--- src/rtl/bf_pkg.sv ---
// Shared definitions for the bf_machine array and its host I/O arbiter.
//   BF_WORD_SIZE : default data word width of a bf_machine
//   t_word       : one machine data word
//   t_out_state  : states of the arbiter's output-collection FSM
package bf_pkg;

  localparam int BF_WORD_SIZE = 8;

  typedef logic [BF_WORD_SIZE-1:0] t_word;

  typedef enum logic {
    ST_IDLE = 1'b0,
    ST_HOLD = 1'b1
  } t_out_state;

endpackage

--- src/rtl/bf_rr_picker.sv ---
// Combinational round-robin find-first-set.
// Searches req starting at index ptr, upward with wrap-around.
//   req   : request vector, one bit per requester
//   ptr   : index where the search starts
//   found : at least one request is set
//   idx   : first requesting index at or after ptr (mod N)
module bf_rr_picker
  import bf_pkg::*;
#(
  parameter int N = 4,
  localparam int IDX_W = $clog2(N)
) (
  input  logic [N-1:0]     req,
  input  logic [IDX_W-1:0] ptr,
  output logic             found,
  output logic [IDX_W-1:0] idx
);

  // Walk offsets from farthest to nearest so the nearest hit wins.
  always_comb begin
    found = 1'b0;
    idx   = '0;
    for (int k = N - 1; k >= 0; k--) begin
      if (req[(int'(ptr) + k) % N]) begin
        found = 1'b1;
        idx   = IDX_W'((int'(ptr) + k) % N);
      end
    end
  end

endmodule

--- src/rtl/bf_io_arbiter.sv ---
// Shares one host word port between N_MACHINES bf_machine instances.
// Host words carry a destination ID and are routed through a single
// holding register; machine outputs are collected round-robin and
// returned to the host tagged with the source ID.
//   clk, rst                  : clock, synchronous active-high reset
//   host_in_*                 : host -> arbiter word, ID, handshake
//   host_out_*                : arbiter -> host word, ID, handshake
//   machine_input*            : arbiter -> machines (flat N x WORD_SIZE)
//   machine_output*           : machines -> arbiter (flat N x WORD_SIZE)
//   err_bad_id                : sticky flag, host sent ID >= N_MACHINES
module bf_io_arbiter
  import bf_pkg::*;
#(
  parameter int N_MACHINES = 4,
  parameter int WORD_SIZE  = BF_WORD_SIZE,
  localparam int ID_W = $clog2(N_MACHINES)
) (
  input  logic                            clk,
  input  logic                            rst,
  input  logic [WORD_SIZE-1:0]            host_in_word,
  input  logic [ID_W-1:0]                 host_in_id,
  input  logic                            host_in_valid,
  output logic                            host_in_ready,
  output logic [WORD_SIZE-1:0]            host_out_word,
  output logic [ID_W-1:0]                 host_out_id,
  output logic                            host_out_valid,
  input  logic                            host_out_ready,
  output logic [N_MACHINES*WORD_SIZE-1:0] machine_input,
  output logic [N_MACHINES-1:0]           machine_input_valid,
  input  logic [N_MACHINES-1:0]           machine_input_ready,
  input  logic [N_MACHINES*WORD_SIZE-1:0] machine_output,
  input  logic [N_MACHINES-1:0]           machine_output_valid,
  output logic [N_MACHINES-1:0]           machine_output_ready,
  output logic                            err_bad_id
);

  logic [WORD_SIZE-1:0] hold_word;
  logic [ID_W-1:0]      hold_id;
  logic                 hold_valid;
  logic                 in_accept;
  logic                 in_id_ok;

  t_out_state           state_q;
  t_out_state           state_d;
  logic [ID_W-1:0]      rr_ptr;
  logic                 pick_found;
  logic [ID_W-1:0]      pick_idx;
  logic [WORD_SIZE-1:0] pick_word;
  logic [ID_W-1:0]      rr_next;

  // ---------------- input path: host -> holding register -> machine
  assign host_in_ready = !hold_valid;
  assign in_accept     = host_in_valid && !hold_valid;
  assign in_id_ok      = int'(host_in_id) < N_MACHINES;

  // A new host word can only land when the register is empty, so the
  // drain and the capture never collide in the same cycle.
  always_ff @(posedge clk) begin
    if (rst) begin
      hold_valid <= 1'b0;
      err_bad_id <= 1'b0;
    end else begin
      if (hold_valid && machine_input_ready[hold_id]) begin
        hold_valid <= 1'b0;
      end
      if (in_accept) begin
        if (in_id_ok) begin
          hold_valid <= 1'b1;
        end else begin
          err_bad_id <= 1'b1;
        end
      end
    end
  end

  always_ff @(posedge clk) begin
    if (in_accept && in_id_ok) begin
      hold_word <= host_in_word;
      hold_id   <= host_in_id;
    end
  end

  assign machine_input = {N_MACHINES{hold_word}};

  always_comb begin
    machine_input_valid = '0;
    for (int i = 0; i < N_MACHINES; i++) begin
      machine_input_valid[i] = hold_valid && (hold_id == ID_W'(i));
    end
  end

  // ---------------- output path: round-robin collect -> host
  bf_rr_picker #(
    .N (N_MACHINES)
  ) u_picker (
    .req   (machine_output_valid),
    .ptr   (rr_ptr),
    .found (pick_found),
    .idx   (pick_idx)
  );

  assign pick_word = machine_output[int'(pick_idx)*WORD_SIZE +: WORD_SIZE];

  // host_out_id still names the granted machine while in HOLD.
  assign rr_next = (host_out_id == ID_W'(N_MACHINES - 1)) ? '0
                                                          : host_out_id + ID_W'(1);

  always_ff @(posedge clk) begin
    if (rst) begin
      state_q <= ST_IDLE;
    end else begin
      state_q <= state_d;
    end
  end

  always_comb begin
    state_d = state_q;
    case (state_q)
      ST_IDLE: if (pick_found)     state_d = ST_HOLD;
      ST_HOLD: if (host_out_ready) state_d = ST_IDLE;
      default:                     state_d = ST_IDLE;
    endcase
  end

  // Only IDLE ever strobes a machine, which keeps the strobe one-hot
  // and single-cycle per grant.
  always_comb begin
    machine_output_ready = '0;
    host_out_valid       = 1'b0;
    case (state_q)
      ST_IDLE: if (pick_found) machine_output_ready[pick_idx] = 1'b1;
      ST_HOLD: host_out_valid = 1'b1;
      default: ;
    endcase
  end

  always_ff @(posedge clk) begin
    if (rst) begin
      host_out_word <= '0;
      host_out_id   <= '0;
      rr_ptr        <= '0;
    end else begin
      if (state_q == ST_IDLE && pick_found) begin
        host_out_word <= pick_word;
        host_out_id   <= pick_idx;
      end
      if (state_q == ST_HOLD && host_out_ready) begin
        rr_ptr <= rr_next;
      end
    end
  end

endmodule
--- config.mk ---
export PLATFORM = sky130hd
export DESIGN_NAME = bf_io_arbiter
export DESIGN_NICKNAME = d
export VERILOG_FILES = /design/src/rtl/bf_pkg.sv /design/src/rtl/bf_rr_picker.sv /design/src/rtl/bf_io_arbiter.sv
export SDC_FILE = /design/constraint.sdc
export NUM_CORES = 1
export LEC_CHECK = 0
export CORE_ASPECT_RATIO = 0.5
export CORE_MARGIN = 2
export CORE_UTILIZATION = 34
export DETAILED_ROUTE_END_ITERATION = 8
export HOLD_SLACK_MARGIN = 0.03
export PLACE_DENSITY = 0.87
export SKIP_LAST_GASP = 1
export SLEW_MARGIN = 10
export SYNTH_ARGS = -nofsm -noshare
export SYNTH_HDL_FRONTEND = slang
export SYNTH_SLANG_ARGS = --single-unit
--- constraint.sdc ---
create_clock -name clk -period 2.05 [get_ports clk]
set_clock_uncertainty 0.2 [all_clocks]
set_input_delay 0.3075 -clock clk [delete_from_list [all_inputs] [get_ports clk]]
set_output_delay 0.3075 -clock clk [all_outputs]
set_load 0.03 [all_outputs]
Word-level counts from Yosys, hierarchy flattened
Cells that the tools add are included.
- add/sub/neg operators: 4
- $mul: 0
- div/mod/pow operators: 0
- $lt $le $gt $ge: 7
- equal/unequal tests: 4
- shift-type cells: 1
- muxes and demuxes: 32
- bitwise operators: 4
- reduce and logical (&&, ||, !) cells: 15
- operators by type and width (cell ; count):
    $shiftx A32 B6 Y8 ; 1
    $mux W1 ; 18
    $lt A3 B4 Y1 const B ; 3
    $bmux W1 S2 ; 5
    $mux W2 ; 5
    $logic_and A1 B1 Y1 ; 9
    $lt A2 B3 Y1 const B ; 3
    $mux W4 ; 2
    $eq A2 B2 Y1 const B ; 3
    $reduce_or A2 Y1 ; 3
    $add A2 B1 Y2 const B ; 2
    $add A2 B2 Y2 const B ; 2
    $and A1 B1 Y1 const A ; 3
    $demux W1 S2 ; 1
    $eq A2 B1 Y1 const B ; 1
    $ge A2 B1 Y1 const B ; 1
    $logic_not A2 Y1 ; 1
    $pmux W1 S2 ; 1
    $reduce_bool A2 Y1 ; 1
    $logic_not A1 Y1 ; 1
    $not A1 Y1 ; 1
- bits in registers: 24
- bits in latches: 0
- RAM bits: 0
- bits in read-only memories: 0
- output and inout port bits: 53
- logic and storage cells: 74
- memories: 0

Depth between registers and ports, before layout
- word-level depth: 16
- depth in mapped cells: 7

Cells and area by module
A second synthesis with hierarchy kept.
- cells, all modules: 132
- area, all modules: 1360.1 um2
- modules (own cells, without submodules) (module ; times used ; cells an instance ; area an instance (um2) ; seq. area each (um2)):
    bf_io_arbiter ; 1 ; 119 ; 1282.5 ; 580.6
    bf_rr_picker ; 1 ; 13 ; 77.6 ; 0.0

Least setup slack after synthesis
No wires, ideal clock.
- kind: register -> output
- start point: reg rr_ptr[0]
- end point: out machine_output_ready[0]
- data arrival time: 1.834 ns
- required time: 1.542 ns
- path slack: -0.292 ns
- cell stages (with the launch flop): 7
- cells stage by stage: dfxtp_1 nand2b_1 a21oi_1 a211o_1 buf_2 buf_6 nor3b_1
- cells in the longest elaborated chain, start to end: 14
- elaborated cells on any way between the ends: 29
- classes of those cells: add/sub: 3; order compare: 2; mux: 23; reduce/logical: 1
- ends and longest elaborated chain (what ; RTL line ; source):
    from (decl) ; bf_io_arbiter.sv:45 ; logic [ID_W-1:0] rr_ptr;
    from (signal assigned) ; bf_io_arbiter.sv:148 ; rr_ptr <= rr_next;
    $add A2 B2 Y2 ; bf_rr_picker.sv:24, bf_rr_picker.sv:26 ;
    $bmux W1 S2 ; bf_rr_picker.sv:24 ; if (req[(int'(ptr) + k) % N]) begin
    $mux W1 (implied by the code) (2 in a row) ; bf_rr_picker.sv:24 ;
    $mux W2 (4 in a row) ; bf_rr_picker.sv:24 ;
    $lt A2 B3 Y1 (implied by the code) or $ge A2 B1 Y1 (tied branches) ; bf_io_arbiter.sv:131 ; ST_IDLE: if (pick_found) machine_output_ready[pick_idx] = 1'b1;
    $logic_and A1 B1 Y1 (implied by the code) ; bf_io_arbiter.sv:131 ;
    $mux W1 (implied by the code) ; bf_io_arbiter.sv:131 ;
    $demux W1 S2 ; bf_io_arbiter.sv:131 ;
    $mux W4 (*) ; bf_io_arbiter.sv:131 ;
    $mux W4 (*) ; bf_io_arbiter.sv:130 ; case (state_q)
    to (decl) ; bf_io_arbiter.sv:33 ; output logic [N_MACHINES-1:0] machine_output_ready,
Mark *: on every way between the ends. The rest lies on a longest branch, timed or not. The select of a mux whose other input is x is not followed.

Final worst setup path
- start point: reg rr_ptr[0]
- end point: out machine_output_ready[1]
The elaborated chain is that of the path after synthesis.

==> results.sh <==
export IMPL_cp_buffers_inverters=1
export IMPL_worstPathRequired_ps=1540
export IMPL_drtIter0Drc=89
export IMPL_slowest_stage="dfxtp_2"
export IMPL_crit_family="simple AND/OR/NAND/NOR gates"
export IMPL_fin_cells=283
export IMPL_dr_pass1_iters=4
export IMPL_rsz0062_at_grt="true"
export IMPL_fill_cells=317
export IMPL_grtUsageTotal=0.186
export IMPL_drive_gt1_frac=0.205
export IMPL_synth_edf_count=10
export IMPL_route_met3_wl_um=236
export IMPL_pre_cts_ws_ps=-345
export IMPL_violations="negative setup slack"
export IMPL_synth_top_area_frac=0.207
export IMPL_synth_area_um2=1450
export IMPL_io_buffer_count=105
export IMPL_dieHeight_um=50.2
export IMPL_synth_top_area_cell="edfxtp_1"
export IMPL_path_cells="nand2b_4 -> a21oi_2 -> a211o_1 -> or2_1 -> nor2_1 -> buf_4"
export IMPL_place_gp_congestion=0.803
export IMPL_min_path_type="reg -> reg"
export IMPL_grt_start_max_net_pins=15
export IMPL_yosysSeqAreaShare=0.401
export IMPL_core_um2=4000
export IMPL_wl_per_cell_um=15.4
export IMPL_holdPathEnd="host_out_id[0]"
export IMPL_design_area_um2=2540
export IMPL_drv_slew=0
export IMPL_antenna_cells=0
export IMPL_netlist_instances=137
export IMPL_hpwl_um=3450
export IMPL_cts_tree="yes"
export IMPL_synthTopCellsByCount="buf_4 (25), mux2i_1 (17), dfxtp_1 (14)"
export IMPL_area_growth_pct=75.5
export IMPL_avgSynthCellArea_um2=10.6
export IMPL_ys_types=30
export IMPL_reg2reg_depth=6
export IMPL_crit_fanout=4
export IMPL_ys_warn_count=0
export IMPL_min_from="host_out_id[0]"
export IMPL_ys_ff_latch=24
export IMPL_drcViolationCount=0
export IMPL_vdd_drop_max_uv=420
export IMPL_power_density_nw_per_um2=620
export IMPL_ios=107
export IMPL_period_share=1.03
export IMPL_power_leakage_uw=0.00104
export IMPL_finalSetupViolCount=4
export IMPL_grt_pass1_wl_um=6780
export IMPL_r2r_end="host_out_word[1]"
export IMPL_path_clk_slew_ps=80
export IMPL_num_rows=16
export IMPL_clk_latency_ps=270
export IMPL_viasPerCell=4.87
export IMPL_worst_slack_ps=-57.2
export IMPL_crit_path_start_kind="register"
export IMPL_fin_tns_setup_ps=-196
export IMPL_antenna_found_initial=0
export IMPL_cts_max_level=1
export IMPL_routed_wl_um=4350
export IMPL_top_layer="met4"
export IMPL_ctsRootBufferMaster="clkbuf_8"
export IMPL_worstReg2RegStart="rr_ptr[0]"
export IMPL_async_reset_ff_frac=0
export IMPL_synth_most_common_cell="buf_4"
export IMPL_cts_buffers_inserted=3
export IMPL_fmax_ghz=0.475
export IMPL_start_util=0.362
export IMPL_critPathCaptureType="output port"
export IMPL_die_x_um=96.3
export IMPL_placedInstanceArea_um2=2440
export IMPL_routed_wl_met2_um=2430
export IMPL_worstHoldPathCells=2
export IMPL_nNetsFinal=285
export IMPL_multi_input_area_um2=671
export IMPL_wl_met1_um=1600
export IMPL_critPathKind="reg -> out"
export IMPL_routed_via_count=1379
export IMPL_die_area_um2=4830
export IMPL_critPathArrivalTime_ps=1600
export IMPL_r2r_slack_ps=120
export IMPL_syn_nets=192
export IMPL_status="finished, violations left"
export IMPL_first_global_vias=1420
export IMPL_slowest_delay_ps=370
export IMPL_finalCriticalPeriod_ps=2110
export IMPL_synthFlopType="dfxtp_1"
export IMPL_seq_area_um2=586
export IMPL_hold_violations=0
export IMPL_overflow=0
export IMPL_synthTopCellsByArea="edfxtp_1 (21%), dfxtp_1 (19%), buf_4 (13%), mux2i_1 (12%), o221ai_2 (8.3%)"
export IMPL_clkSinkCount=24
export IMPL_clock_path_buffers=2
export IMPL_ant_nets=0
export IMPL_dp_cells=278
export IMPL_cap_violations=0
per-layer routing:
metal  up-vias  GRT usage
met5         -          0
met4         0     0.0704
met3         9     0.0375
met2        55      0.351
met1       658      0.207
li1        657          -
cell usage in the layout, fill, tap and decap left out, types with 4 or more instances in the layout:
master	Yosys	routed
nor2_1	8	8
clkdlybuf4s50_1	0	93
nand3b_1	8	8
edfxtp_1	10	10
nand2_1	4	4
dfxtp_1	14	12
dlygate4sd2_1	0	5
inv_1	4	4
buf_4	25	19
mux2i_1	17	17
o221ai_2	8	8
where the power goes:
part	total, uW	leakage, uW	switching (uW)	internal, uW
Combinational	589	0.000789	294	295
Clock	416	0.0000357	155	261
Sequential	571	0.000212	32.5	539
metrics by stage:
stage	total power [uW]	util	hold WS, ps
6_report	1580	0.635	308
5_1_grt	1640	0.635	346
4_1_cts	1580	0.636	308
3_5_place_dp	1160	0.610	294
3_3_place_gp	1150	0.610	291
2_1_floorplan	911	-	206
worst register-to-register path: stages (launching register included):
cell      delay (ps)
dfxtp_2          370
nand2b_4         150
a21oi_4           60
or3_4            380
or3_1            350
buf_4            190
o221ai_2         160
cell families (layout without fill, tap and decap cells):
group,Yosys count,after routing,synth area share
compound gates,18,18,0.127
buf+inv,36,128,0.170
mux,18,18,0.133
other cells,1,1,0.00259
flops,24,24,0.401
fa+ha+maj,1,1,0.00863
simple gates,39,39,0.158
worst max-delay path by stage:
stage,cells past startpoint,slack (ps),to,startpoint
CTS,6,-60,machine_output_ready[1],rr_ptr[0]
detailed placement,7,-350,host_out_word[1],machine_output_valid[0]
floorplan,6,-80,machine_output_ready[1],rr_ptr[0]
global route,6,-120,machine_output_ready[3],rr_ptr[0]
finish,6,-60,machine_output_ready[1],rr_ptr[0]
global placement,7,-300,machine_output_ready[3],machine_output_valid[1]
registers in the layout, summed over array words and instances, names as in the netlist:
register and count:
host_out_id 2, state_q 1, hold_word 8, rr_ptr 2, host_out_word 8, hold_id 2
hold_valid 1
what timing repair did:
| item | in CTS | in global routing |
|---|---|---|
| pin swaps | 5 | 1 |
| endpoints found under the hold margin | 0 | 0 |
| gates resized for setup | 17 | 8 |
| hold buffers | 0 | 0 |
| setup buffers | 1 | 0 |
| endpoints found under the setup margin | 16 | 5 |
final cells by class:
cell class	count	share of cell area
sequential	24	0.230
inverter	4	0.00591
multi-input combinational	77	0.264
tap	54	0.0266
timing repair buffer	120	0.445
clock buffer	3	0.0162
clock inverter	1	0.0118
(Power assumes the default switching activity.)
